===== config.mk =====
export PLATFORM = sky130hd
export DESIGN_NAME = rt_scan_scheduler
export DESIGN_NICKNAME = d
export VERILOG_FILES = /design/src/rtl/rt_scan_scheduler.sv
export SDC_FILE = /design/constraint.sdc
export NUM_CORES = 1
export LEC_CHECK = 0
export BUFFER_PORTS_ARGS = -buffer_cell sky130_fd_sc_hd__clkbuf_2
export CAP_MARGIN = 20
export CORE_ASPECT_RATIO = 1.5
export CORE_MARGIN = 3
export CORE_UTILIZATION = 50
export CTS_CLUSTER_DIAMETER = 80
export CTS_CLUSTER_SIZE = 10
export DETAILED_ROUTE_END_ITERATION = 6
export PLACE_DENSITY = 0.73
export REMOVE_ABC_BUFFERS = 1
export SYNTH_ARGS = -nofsm -noshare
export SYNTH_HDL_FRONTEND = slang
export SYNTH_SLANG_ARGS = --single-unit

===== constraint.sdc =====
create_clock -name clk -period 4.3 [get_ports clk]
set_input_delay 0.86 -clock clk [delete_from_list [all_inputs] [get_ports clk]]
set_output_delay 0.86 -clock clk [all_outputs]
set_load 0.05 [all_outputs]

===== src/rtl/rt_scan_scheduler.sv =====
// rt_scan_scheduler
// Two-pass channel scan controller for the RT grouping pipeline.
//   Pass 1 issues every channel to VPU memory and reduces the max-tree
//   returns into a tensor-wide maximum (tmax).
//   Pass 2 re-issues every channel with the frozen tmax so the index
//   generator can bin channels into groups.
//   Outstanding requests are bounded by MAX_INFLIGHT, and the pipeline is
//   drained before pass 2 starts and before the scan completes.
//
// Ports
//   clk          clock
//   rstn         synchronous reset, active-high (1 = reset)
//   start        one-cycle pulse, accepted only in IDLE or DONE
//   num_ch       channel count, latched on an accepted start
//   hold         downstream stall, blocks new issues while high
//   issue_valid  channel request valid (registered)
//   issue_chidx  channel address of the request
//   issue_tmax   tmax accompanying the request (0 in pass 1)
//   pass         0 = max search, 1 = grouping
//   max_valid    max-tree result valid (pass-1 return)
//   max_val      max-tree result, unsigned
//   grp_valid    index-generator result valid (pass-2 return)
//   tmax         running / final tensor max
//   busy         high while scanning or draining
//   done         one-cycle pulse on entering DONE
//   err          sticky: return seen with nothing in flight
//   scan_cycles  number of busy cycles of the current/last scan (saturating)
module rt_scan_scheduler #(
  parameter int CH_W         = 16,
  parameter int DATA_WIDTH   = 16,
  parameter int MAX_INFLIGHT = 8,
  parameter int INF_W        = 4
) (
  input  logic                  clk,
  input  logic                  rstn,
  input  logic                  start,
  input  logic [CH_W-1:0]       num_ch,
  input  logic                  hold,
  output logic                  issue_valid,
  output logic [CH_W-1:0]       issue_chidx,
  output logic [DATA_WIDTH-1:0] issue_tmax,
  output logic                  pass,
  input  logic                  max_valid,
  input  logic [DATA_WIDTH-1:0] max_val,
  input  logic                  grp_valid,
  output logic [DATA_WIDTH-1:0] tmax,
  output logic                  busy,
  output logic                  done,
  output logic                  err,
  output logic [31:0]           scan_cycles
);

  typedef enum logic [2:0] {
    ST_IDLE   = 3'd0,
    ST_SCAN1  = 3'd1,
    ST_DRAIN1 = 3'd2,
    ST_SCAN2  = 3'd3,
    ST_DRAIN2 = 3'd4,
    ST_DONE   = 3'd5
  } state_t;

  localparam logic [INF_W-1:0] INF_MAX = INF_W'(MAX_INFLIGHT);

  // Saturating 32-bit increment for the cycle statistic.
  function automatic logic [31:0] sat_inc32(input logic [31:0] v);
    if (v == 32'hFFFF_FFFF) begin
      return v;
    end else begin
      return v + 32'd1;
    end
  endfunction

  // Unsigned maximum of two data words.
  function automatic logic [DATA_WIDTH-1:0] umax(input logic [DATA_WIDTH-1:0] a,
                                                 input logic [DATA_WIDTH-1:0] b);
    if (a > b) begin
      return a;
    end else begin
      return b;
    end
  endfunction

  state_t                state_r;
  logic [CH_W-1:0]       num_ch_r;
  logic [CH_W-1:0]       ptr_r;
  logic [INF_W-1:0]      inflight_r;
  logic                  issue_valid_r;
  logic [CH_W-1:0]       issue_chidx_r;
  logic [DATA_WIDTH-1:0] issue_tmax_r;
  logic                  pass_r;
  logic [DATA_WIDTH-1:0] tmax_r;
  logic                  busy_r;
  logic                  done_r;
  logic                  err_r;
  logic [31:0]           scan_cycles_r;

  logic                  ret_s;
  logic                  ret_ok_s;
  logic                  ret_err_s;
  logic                  scanning_s;
  logic                  can_issue_s;
  logic                  last_s;
  logic                  busy_state_s;
  logic [INF_W-1:0]      inflight_nxt_s;
  logic [DATA_WIDTH-1:0] tmax_nxt_s;

  // Return accounting, issue decision and next-cycle in-flight count.
  always_comb begin
    ret_s          = 1'b0;
    ret_ok_s       = 1'b0;
    ret_err_s      = 1'b0;
    scanning_s     = 1'b0;
    can_issue_s    = 1'b0;
    last_s         = 1'b0;
    busy_state_s   = 1'b0;
    inflight_nxt_s = inflight_r;
    tmax_nxt_s     = tmax_r;

    // Only the return type of the current pass counts; the other is ignored.
    if (pass_r) begin
      ret_s = grp_valid;
    end else begin
      ret_s = max_valid;
    end
    ret_ok_s  = ret_s && (inflight_r != {INF_W{1'b0}});
    ret_err_s = ret_s && (inflight_r == {INF_W{1'b0}});

    scanning_s   = (state_r == ST_SCAN1) || (state_r == ST_SCAN2);
    busy_state_s = (state_r == ST_SCAN1) || (state_r == ST_DRAIN1) ||
                   (state_r == ST_SCAN2) || (state_r == ST_DRAIN2);
    can_issue_s  = scanning_s && !hold && (inflight_r < INF_MAX);
    last_s       = (ptr_r == (num_ch_r - CH_W'(1)));

    case ({can_issue_s, ret_ok_s})
      2'b10:   inflight_nxt_s = inflight_r + INF_W'(1);
      2'b01:   inflight_nxt_s = inflight_r - INF_W'(1);
      default: inflight_nxt_s = inflight_r;
    endcase

    // tmax only follows max-tree results while pass 1 is active; it is frozen afterwards.
    if (((state_r == ST_SCAN1) || (state_r == ST_DRAIN1)) && max_valid) begin
      tmax_nxt_s = umax(tmax_r, max_val);
    end else begin
      tmax_nxt_s = tmax_r;
    end
  end

  // Scan FSM with registered outputs.
  always_ff @(posedge clk) begin
    if (rstn) begin
      state_r       <= ST_IDLE;
      num_ch_r      <= {CH_W{1'b0}};
      ptr_r         <= {CH_W{1'b0}};
      inflight_r    <= {INF_W{1'b0}};
      issue_valid_r <= 1'b0;
      issue_chidx_r <= {CH_W{1'b0}};
      issue_tmax_r  <= {DATA_WIDTH{1'b0}};
      pass_r        <= 1'b0;
      tmax_r        <= {DATA_WIDTH{1'b0}};
      busy_r        <= 1'b0;
      done_r        <= 1'b0;
      err_r         <= 1'b0;
      scan_cycles_r <= 32'd0;
    end else begin
      done_r        <= 1'b0;
      issue_valid_r <= 1'b0;
      inflight_r    <= inflight_nxt_s;
      tmax_r        <= tmax_nxt_s;
      if (ret_err_s) begin
        err_r <= 1'b1;
      end
      if (busy_state_s) begin
        scan_cycles_r <= sat_inc32(scan_cycles_r);
      end

      case (state_r)
        ST_IDLE, ST_DONE: begin
          if (start) begin
            num_ch_r      <= num_ch;
            ptr_r         <= {CH_W{1'b0}};
            inflight_r    <= {INF_W{1'b0}};
            issue_chidx_r <= {CH_W{1'b0}};
            issue_tmax_r  <= {DATA_WIDTH{1'b0}};
            pass_r        <= 1'b0;
            tmax_r        <= {DATA_WIDTH{1'b0}};
            err_r         <= 1'b0;
            scan_cycles_r <= 32'd0;
            if (num_ch == {CH_W{1'b0}}) begin
              // Empty tensor: complete immediately without ever going busy.
              state_r <= ST_DONE;
              done_r  <= 1'b1;
            end else begin
              state_r <= ST_SCAN1;
              busy_r  <= 1'b1;
            end
          end
        end

        ST_SCAN1: begin
          if (can_issue_s) begin
            issue_valid_r <= 1'b1;
            issue_chidx_r <= ptr_r;
            issue_tmax_r  <= {DATA_WIDTH{1'b0}};
            // The pointer parks on the last channel rather than wrapping.
            if (last_s) begin
              state_r <= ST_DRAIN1;
            end else begin
              ptr_r <= ptr_r + CH_W'(1);
            end
          end
        end

        ST_DRAIN1: begin
          // Leave as soon as the final pass-1 return is being absorbed.
          if (inflight_nxt_s == {INF_W{1'b0}}) begin
            state_r <= ST_SCAN2;
            ptr_r   <= {CH_W{1'b0}};
            pass_r  <= 1'b1;
          end
        end

        ST_SCAN2: begin
          if (can_issue_s) begin
            issue_valid_r <= 1'b1;
            issue_chidx_r <= ptr_r;
            issue_tmax_r  <= tmax_r;
            if (last_s) begin
              state_r <= ST_DRAIN2;
            end else begin
              ptr_r <= ptr_r + CH_W'(1);
            end
          end
        end

        ST_DRAIN2: begin
          if (inflight_nxt_s == {INF_W{1'b0}}) begin
            state_r <= ST_DONE;
            done_r  <= 1'b1;
            busy_r  <= 1'b0;
          end
        end

        default: begin
          state_r <= ST_IDLE;
          busy_r  <= 1'b0;
        end
      endcase
    end
  end

  assign issue_valid = issue_valid_r;
  assign issue_chidx = issue_chidx_r;
  assign issue_tmax  = issue_tmax_r;
  assign pass        = pass_r;
  assign tmax        = tmax_r;
  assign busy        = busy_r;
  assign done        = done_r;
  assign err         = err_r;
  assign scan_cycles = scan_cycles_r;

endmodule


==> results of run 1 <==
[layout make-up]
cell class / instances / area (um^2) / share of cell area (%)
multi-input cells: 567 / 3566 / 46.38
flip-flops and latches: 124 / 2482 / 32.29
repair buffers: 135 / 715.7 / 9.308
clock buffers: 18 / 439.2 / 5.712
clock inverters: 14 / 192.7 / 2.506
well taps: 153 / 191.4 / 2.490
inverters: 27 / 101.3 / 1.318
[layer usage]
metal | up-vias | global-route usage, % | share of wire, %
li1 | 2925 | - | -
met1 | 2883 | 25.81 | 37
met2 | 238 | 46.48 | 54
met3 | 62 | 4.857 | 5.2
met4 | 0 | 13.27 | 3.6
met5 | - | 0 | 0
[cells in the final DEF (no fill, tap or decap), types with 7 or more instances in the layout]
cell                        Yosys  layout
sky130_fd_sc_hd__nor4_1        12      12
sky130_fd_sc_hd__dfxtp_1      124     124
sky130_fd_sc_hd__nor2_1        98      97
sky130_fd_sc_hd__xor2_1        31      31
sky130_fd_sc_hd__clkbuf_16      0      17
sky130_fd_sc_hd__buf_4          0      11
sky130_fd_sc_hd__ha_1          22      22
sky130_fd_sc_hd__nor3_1        16      15
sky130_fd_sc_hd__and2_1         7       7
sky130_fd_sc_hd__and4_1         8       8
sky130_fd_sc_hd__or3_1         15      15
sky130_fd_sc_hd__xnor2_1       20      20
sky130_fd_sc_hd__mux2i_1       20      20
sky130_fd_sc_hd__nand2_1       57      57
sky130_fd_sc_hd__a21oi_1       42      42
sky130_fd_sc_hd__o21ai_0       32      32
sky130_fd_sc_hd__nand4_1       18      18
sky130_fd_sc_hd__nand3_1       51      51
sky130_fd_sc_hd__inv_1         27      27
sky130_fd_sc_hd__a22oi_1       16      16
sky130_fd_sc_hd__and3_1        14      14
sky130_fd_sc_hd__clkbuf_2       0     122
[power by group through the flow]
stage | Sequential, mW | Clock (mW) | Combinational, mW
2_1_floorplan | 1.25 | 0 | 0.213
3_3_place_gp | 1.23 | 0 | 0.336
3_5_place_dp | 1.23 | 0 | 0.350
4_1_cts | 1.21 | 1.55 | 0.355
5_1_grt | 1.21 | 1.60 | 0.391
6_report | 1.21 | 1.54 | 0.355
[path summary, 6_finish.rpt]
check,startpoint,end,slack [ps],cells past startpoint
hold reg to reg,issue_tmax[13],issue_tmax[13],450,2
setup / recovery,state_r[0],ptr_r[9],530,14
setup reg to reg,state_r[0],ptr_r[9],530,14
hold / removal,issue_tmax[13],issue_tmax[13],450,2
[metrics by stage]
step,setup WS (ps),hold slack (ps),setup TNS (ps),cell area (um^2)
floorplan,-189.7,479.6,-1382,6138
global placement,433.0,438.1,0,7034
detailed placement,339.7,443.8,0,7057
CTS,572.6,452.0,0,7689
global route,244.6,479.7,0,7689
finish,530.7,453.8,0,7689
[kinds of logic (layout without fill, tap and decap cells)]
group / Yosys count / count (layout) / share of synthesized area, %
fa+ha+maj: 22 / 22 / 4.367
simple gates: 332 / 332 / 26.80
mux: 21 / 21 / 3.354
buf+inv: 68 / 194 / 4.228
compound gates: 141 / 141 / 14.79
flops: 124 / 124 / 39.38
xor+xnor: 51 / 51 / 7.086
[worst max-delay path, delay by kind of cell (launching register included)]
| family | cells | cell delay (ps) |
|---|---|---|
| AOI/OAI and AO/OA | 4 | 870 |
| xor gates and xnor gates | 2 | 270 |
| adders and majority gates | 2 | 490 |
| buffers and inverters | 1 | 150 |
| DFF | 1 | 610 |
| muxes | 1 | 230 |
| and+or+nand+nor | 4 | 1080 |
[flip-flops by register name, indices dropped and copies added (netlist names)]
name and count:
issue_tmax 16, err 1, inflight_r 4, issue_valid 1, issue_chidx 16, tmax 16
pass 1, num_ch_r 16, state_r 3, busy 1, scan_cycles 32, ptr_r 16
done 1
==> impl_metrics.py, run 1 <==
metrics = {
    "status": {
        "status": "finished with violations",
        "violations": "DRC",
    },
    "timing": {
        "rsz_0062_raised_after_global_routing": "no",
        "hold_viol_final": 0,
        "slew-limit-headroom_pct": 39.27,
        "min_period_ps": 3769,
        "setup_viol": 0,
        "finalClockSkew_ps": 6.642,
        "worst_pin_slew_ps": 902.6,
        "final_max_slew_viol_count": 0,
        "layout_worst_path_cycle_share_pct": 87.66,
        "fmax_mhz": 265.3,
    },
    "placed_design": {
        "gp_congestion": 0.8962,
        "io_buffers": 122,
        "placed_cells_incl_taps": 1006,
        "post-dp-hpwl_um": 12250,
    },
    "layout": {
        "fill_cells": 1034,
        "nets": 932,
        "areaGrowthSynthToFinish_pct": 21.97,
        "fin_cells": 1038,
        "drive_gt1_share_pct": 21.02,
        "util_after_layout_pct": 63.34,
        "diodes": 0,
    },
    "die": {
        "io_pins": 123,
        "core.rowCount": 49,
        "die_extent_in_x_um": 97.68,
        "initial_utilization_pct": 51.93,
        "coreArea_mm2": 0.01214,
        "fp.dieArea_mm2": 0.01402,
        "die_y_um": 143.5,
    },
    "setup_path": {
        "crit_required_ps": 4650,
        "start_kind": "flop",
        "worstPathMaxFanout": 12,
        "endpoint_kind": "flop",
        "worst_path_max_delay_cell": "sky130_fd_sc_hd__dfxtp_1",
        "criticalPathCategory": "reg2reg",
        "timing.critical_path.arrival_ps": 4120,
        "critical_path.cell_chain": "nand2b_1 -> nor3_1 -> inv_1 -> ha_1 -> xor2_1 -> ha_1 -> a21oi_1 -> mux2i_1 -> xnor2_1 -> nand4b_2 -> a31oi_4 -> o211ai_4 -> or4_1 -> a21oi_1",
        "cpPeakStageDelay_ps": 610,
    },
    "pwr": {
        "vdd_ir_drop_max_mv": 0.2732,
        "internal-power_mw": 2.289,
        "combPwrFrac_pct": 11.5,
        "powerDensity_mw_per_mm2": 403.3,
        "p_sw_uw": 811.3,
        "sw_frac_of_total_pct": 26.17,
        "power_leakage_nw": 3.189,
        "fin_total_pwr_mw": 3.101,
        "sequentialPowerShare_pct": 38.9,
        "share_clk_of_total_power_pct": 49.6,
    },
    "synth": {
        "syn-instance-count": 759,
        "async_flop_share_pct": 0,
        "yosys.cell_count.top_type": "sky130_fd_sc_hd__dfxtp_1",
        "synth_top_area_share_pct": 39.38,
        "syn_avg_cell_area_um2": 8.305,
        "synth_cell_types": 62,
        "synth.area.top_cells": "sky130_fd_sc_hd__dfxtp_1 39%, sky130_fd_sc_hd__nor2_1 5.8%, sky130_fd_sc_hd__ha_1 4.4%",
        "post-synth-top-area-cell": "sky130_fd_sc_hd__dfxtp_1",
        "synth-seq-area-share_pct": 39.38,
        "ys_seq_elements": 124,
        "synth_enable_flop_cells": 0,
        "netlist_top_cells_count": "124 x sky130_fd_sc_hd__dfxtp_1, 98 x sky130_fd_sc_hd__nor2_1, 57 x sky130_fd_sc_hd__nand2_1",
        "synth-warning-count": 0,
        "synth_ff_type": "sky130_fd_sc_hd__dfxtp_1",
        "syn_area_mm2": 0.006304,
    },
    "drt": {
        "ant_nets": 0,
        "wl_um": 17070,
        "drtIter0Drc": 333,
        "drcViolationCount": 1,
        "vias_per_cell": 5.884,
        "drt_first_pass_iters": 7,
        "dr_wl_cell_um": 16.45,
        "vias_post_dr": 6108,
    },
    "clock_tree": {
        "ctsHtreeMaxLevel": 4,
        "cts_setup_buffers": 0,
        "cts-resized-gates": 0,
        "cts_tree": "done",
        "cts_hold_repair.buffers": 0,
        "deepest_clock_path_buffer_count": 2,
        "clkSlewWorstSetupHoldPaths_ps": 60,
        "tritoncts_num_sinks": 124,
        "clkLatencyLatePin_ps": 420,
        "cts_made_buffers": 17,
        "cts-root-buf": "sky130_fd_sc_hd__clkbuf_16",
    },
    "grt": {
        "via_count_of_the_first_global_routing_pass": 5984,
        "grt_max_degree": 57,
        "remaining_overflow_grt": 0,
        "globalRouteTotalUtil_pct": 24.73,
        "initial_antenna_violation_count": 0,
        "grt_first_pass_wirelength_um": 28480,
    },
    "job": {
        "drv_cap": 0,
    },
    "worst_hold_path": {
        "hold_path_class": "reg2reg",
    },
}
Power figures use the tool's default switching activity.
==> run 2: changes to the inputs <==
- clock period: 4.3 -> 4.6 ns (I/O delays scaled with it)
==> run 2 against run 1 <==
The flow now finishes without violations. Sequential share of layout area up 0.37 points. Wire length down 1.2%. Non-clock buffer count down 4. Utilization down 0.72 points. Critical endpoint unchanged. Largest cell class unchanged.
==> impl_metrics.py, run 2 (synthesis gave the netlist of run 1 again) <==
metrics = {
    "setup_path": {
        "cpPeakStageDelay_ps": 590,
        "timing.critical_path.arrival_ps": 4430,
        "worst_path_max_delay_cell": "sky130_fd_sc_hd__dfxtp_1",
        "crit_required_ps": 4940,
        "worstPathMaxFanout": 12,
        "criticalPathCategory": "reg2reg",
        "critical_path.cell_chain": "nand2b_1 -> nor3_1 -> inv_1 -> ha_1 -> xor2_1 -> ha_1 -> a21oi_1 -> mux2i_1 -> xnor2_1 -> nand4b_2 -> a31oi_4 -> o211ai_4 -> or4_1 -> a21oi_1",
        "start_kind": "flop",
        "path_delay_family": "simple AND/OR/NAND/NOR gates",
        "endpoint_kind": "flop",
        "path_buf_inv": 1,
    },
    "grt": {
        "remaining_overflow_grt": 0,
        "initial_antenna_violation_count": 0,
        "via_count_of_the_first_global_routing_pass": 5848,
        "grt_first_pass_wirelength_um": 27570,
        "globalRouteTotalUtil_pct": 24.17,
        "grt_max_degree": 57,
    },
    "timing": {
        "slew-limit-headroom_pct": 31.46,
        "rsz_0062_raised_after_global_routing": "no",
        "finalClockSkew_ps": 6.960,
        "hold_viol_final": 0,
        "worst_pin_slew_ps": 1019,
        "min_period_ps": 4090,
        "layout_setup_ws_ps": 510.0,
        "timing.setup.tns_ps": 0,
        "fmax_mhz": 244.5,
        "layout_worst_path_cycle_share_pct": 88.91,
        "fin_hold_ws_ps": 452.2,
        "final_max_slew_viol_count": 0,
        "setup_viol": 0,
    },
    "drt": {
        "drt_first_pass_iters": 7,
        "vias_post_dr": 5976,
        "drcViolationCount": 0,
        "dr_wl_met2_um": 9122,
        "ant_nets": 0,
        "route.layer.met1.wl_um": 6310,
        "wl_um": 16860,
        "drtIter0Drc": 261,
        "met3WireLength_um": 886,
        "dr_wl_cell_um": 16.31,
        "top_layer": "met4",
        "vias_per_cell": 5.779,
    },
    "pwr": {
        "vdd_ir_drop_max_mv": 0.2630,
        "p_sw_uw": 732.8,
        "sw_frac_of_total_pct": 26.47,
        "powerDensity_mw_per_mm2": 364.1,
        "sequentialPowerShare_pct": 40.8,
        "share_clk_of_total_power_pct": 47.5,
        "combPwrFrac_pct": 11.7,
        "power_leakage_nw": 3.150,
        "internal-power_mw": 2.035,
    },
    "clock_tree": {
        "cts_tree": "done",
        "clkSlewWorstSetupHoldPaths_ps": 60,
        "deepest_clock_path_buffer_count": 2,
        "cts_setup_buffers": 0,
        "tritoncts_num_sinks": 124,
        "cts-root-buf": "sky130_fd_sc_hd__clkbuf_16",
        "clkLatencyLatePin_ps": 420,
        "cts_hold_repair.buffers": 0,
        "cts-resized-gates": 0,
        "ctsHtreeMaxLevel": 4,
        "cts_made_buffers": 17,
    },
    "layout": {
        "mostFrequentLayoutCell": "sky130_fd_sc_hd__dfxtp_1",
        "diodes": 0,
        "areaGrowthSynthToFinish_pct": 20.58,
        "drive_gt1_share_pct": 20.43,
        "nets": 928,
        "most-common-layout-cells": "124 x sky130_fd_sc_hd__dfxtp_1, 122 x sky130_fd_sc_hd__clkbuf_2, 97 x sky130_fd_sc_hd__nor2_1, 57 x sky130_fd_sc_hd__nand2_1, 51 x sky130_fd_sc_hd__nand3_1",
        "largest_register_ff_count": 32,
    },
    "die": {
        "die_extent_in_x_um": 97.68,
        "core.rowCount": 49,
        "initial_utilization_pct": 51.93,
        "fp.dieArea_mm2": 0.01402,
        "io_pins": 123,
        "coreArea_mm2": 0.01214,
        "die_y_um": 143.5,
    },
    "placed_design": {
        "io_buffers": 122,
        "dp_slack_ps": 511.2,
        "post-dp-hpwl_um": 12270,
        "gp_congestion": 0.8733,
    },
    "status": {
        "status": "complete, no violations",
    },
    "worst_hold_path": {
        "hold_path_class": "reg2reg",
    },
    "job": {
        "drv_cap": 0,
    },
}
run 2: final cells by class:
type / instances / area (um^2)
Sequential cell: 124 / 2482
Fill cell: 1075 / 4538
Clock buffer: 21 / 460.4
Timing Repair Buffer: 131 / 681.9
Inverter: 27 / 101.3
Clock inverter: 11 / 117.6
Multi-Input combinational cell: 567 / 3566
Tap cell: 153 / 191.4
run 2: final timing paths:
| kind | end | from | cells past startpoint | slack, ps |
|---|---|---|---|---|
| worst min register to register | issue_tmax[13] | issue_tmax[13] | 2 | 450 |
| worst max register to register | ptr_r[9] | state_r[0] | 14 | 510 |
| worst max-delay path | ptr_r[9] | state_r[0] | 14 | 510 |
| worst min-delay path | issue_tmax[13] | issue_tmax[13] | 2 | 450 |
run 2: layer usage:
layer,track usage (%),up-vias
li1,-,2914
met1,25.44,2808
met2,45.10,208
met3,5.634,46
met4,11.74,0
met5,0,-
run 2: worst reg2reg max path, stage by stage, from the launching register on:
cell and delay [ps]:
sky130_fd_sc_hd__dfxtp_1 590, sky130_fd_sc_hd__nand2b_1 360, sky130_fd_sc_hd__nor3_1 300, sky130_fd_sc_hd__inv_1 150, sky130_fd_sc_hd__ha_1 300, sky130_fd_sc_hd__xor2_1 170, sky130_fd_sc_hd__ha_1 190, sky130_fd_sc_hd__a21oi_1 160
sky130_fd_sc_hd__mux2i_1 250, sky130_fd_sc_hd__xnor2_1 100, sky130_fd_sc_hd__nand4b_2 290, sky130_fd_sc_hd__a31oi_4 410, sky130_fd_sc_hd__o211ai_4 180, sky130_fd_sc_hd__or4_1 430, sky130_fd_sc_hd__a21oi_1 150
run 2: power groups by stage:
stage	registers [mW]	logic, mW	clock network [mW]
floorplan	1.17	0.199	0
global placement	1.15	0.309	0
detailed placement	1.15	0.321	0
CTS	1.13	0.324	1.33
global route	1.13	0.358	1.38
finish	1.13	0.323	1.32
run 2: per-stage QoR:
step / cell area, um^2 / total power, mW / util [%] / std cells
global placement: 7004 / 1.459 / 57.70 / 1000
global route: 7601 / 2.866 / 62.62 / 1034
CTS: 7601 / 2.785 / 62.62 / 1034
floorplan: 6138 / 1.367 / - / 718
finish: 7601 / 2.768 / 62.62 / 1034
detailed placement: 7023 / 1.473 / 57.85 / 1002
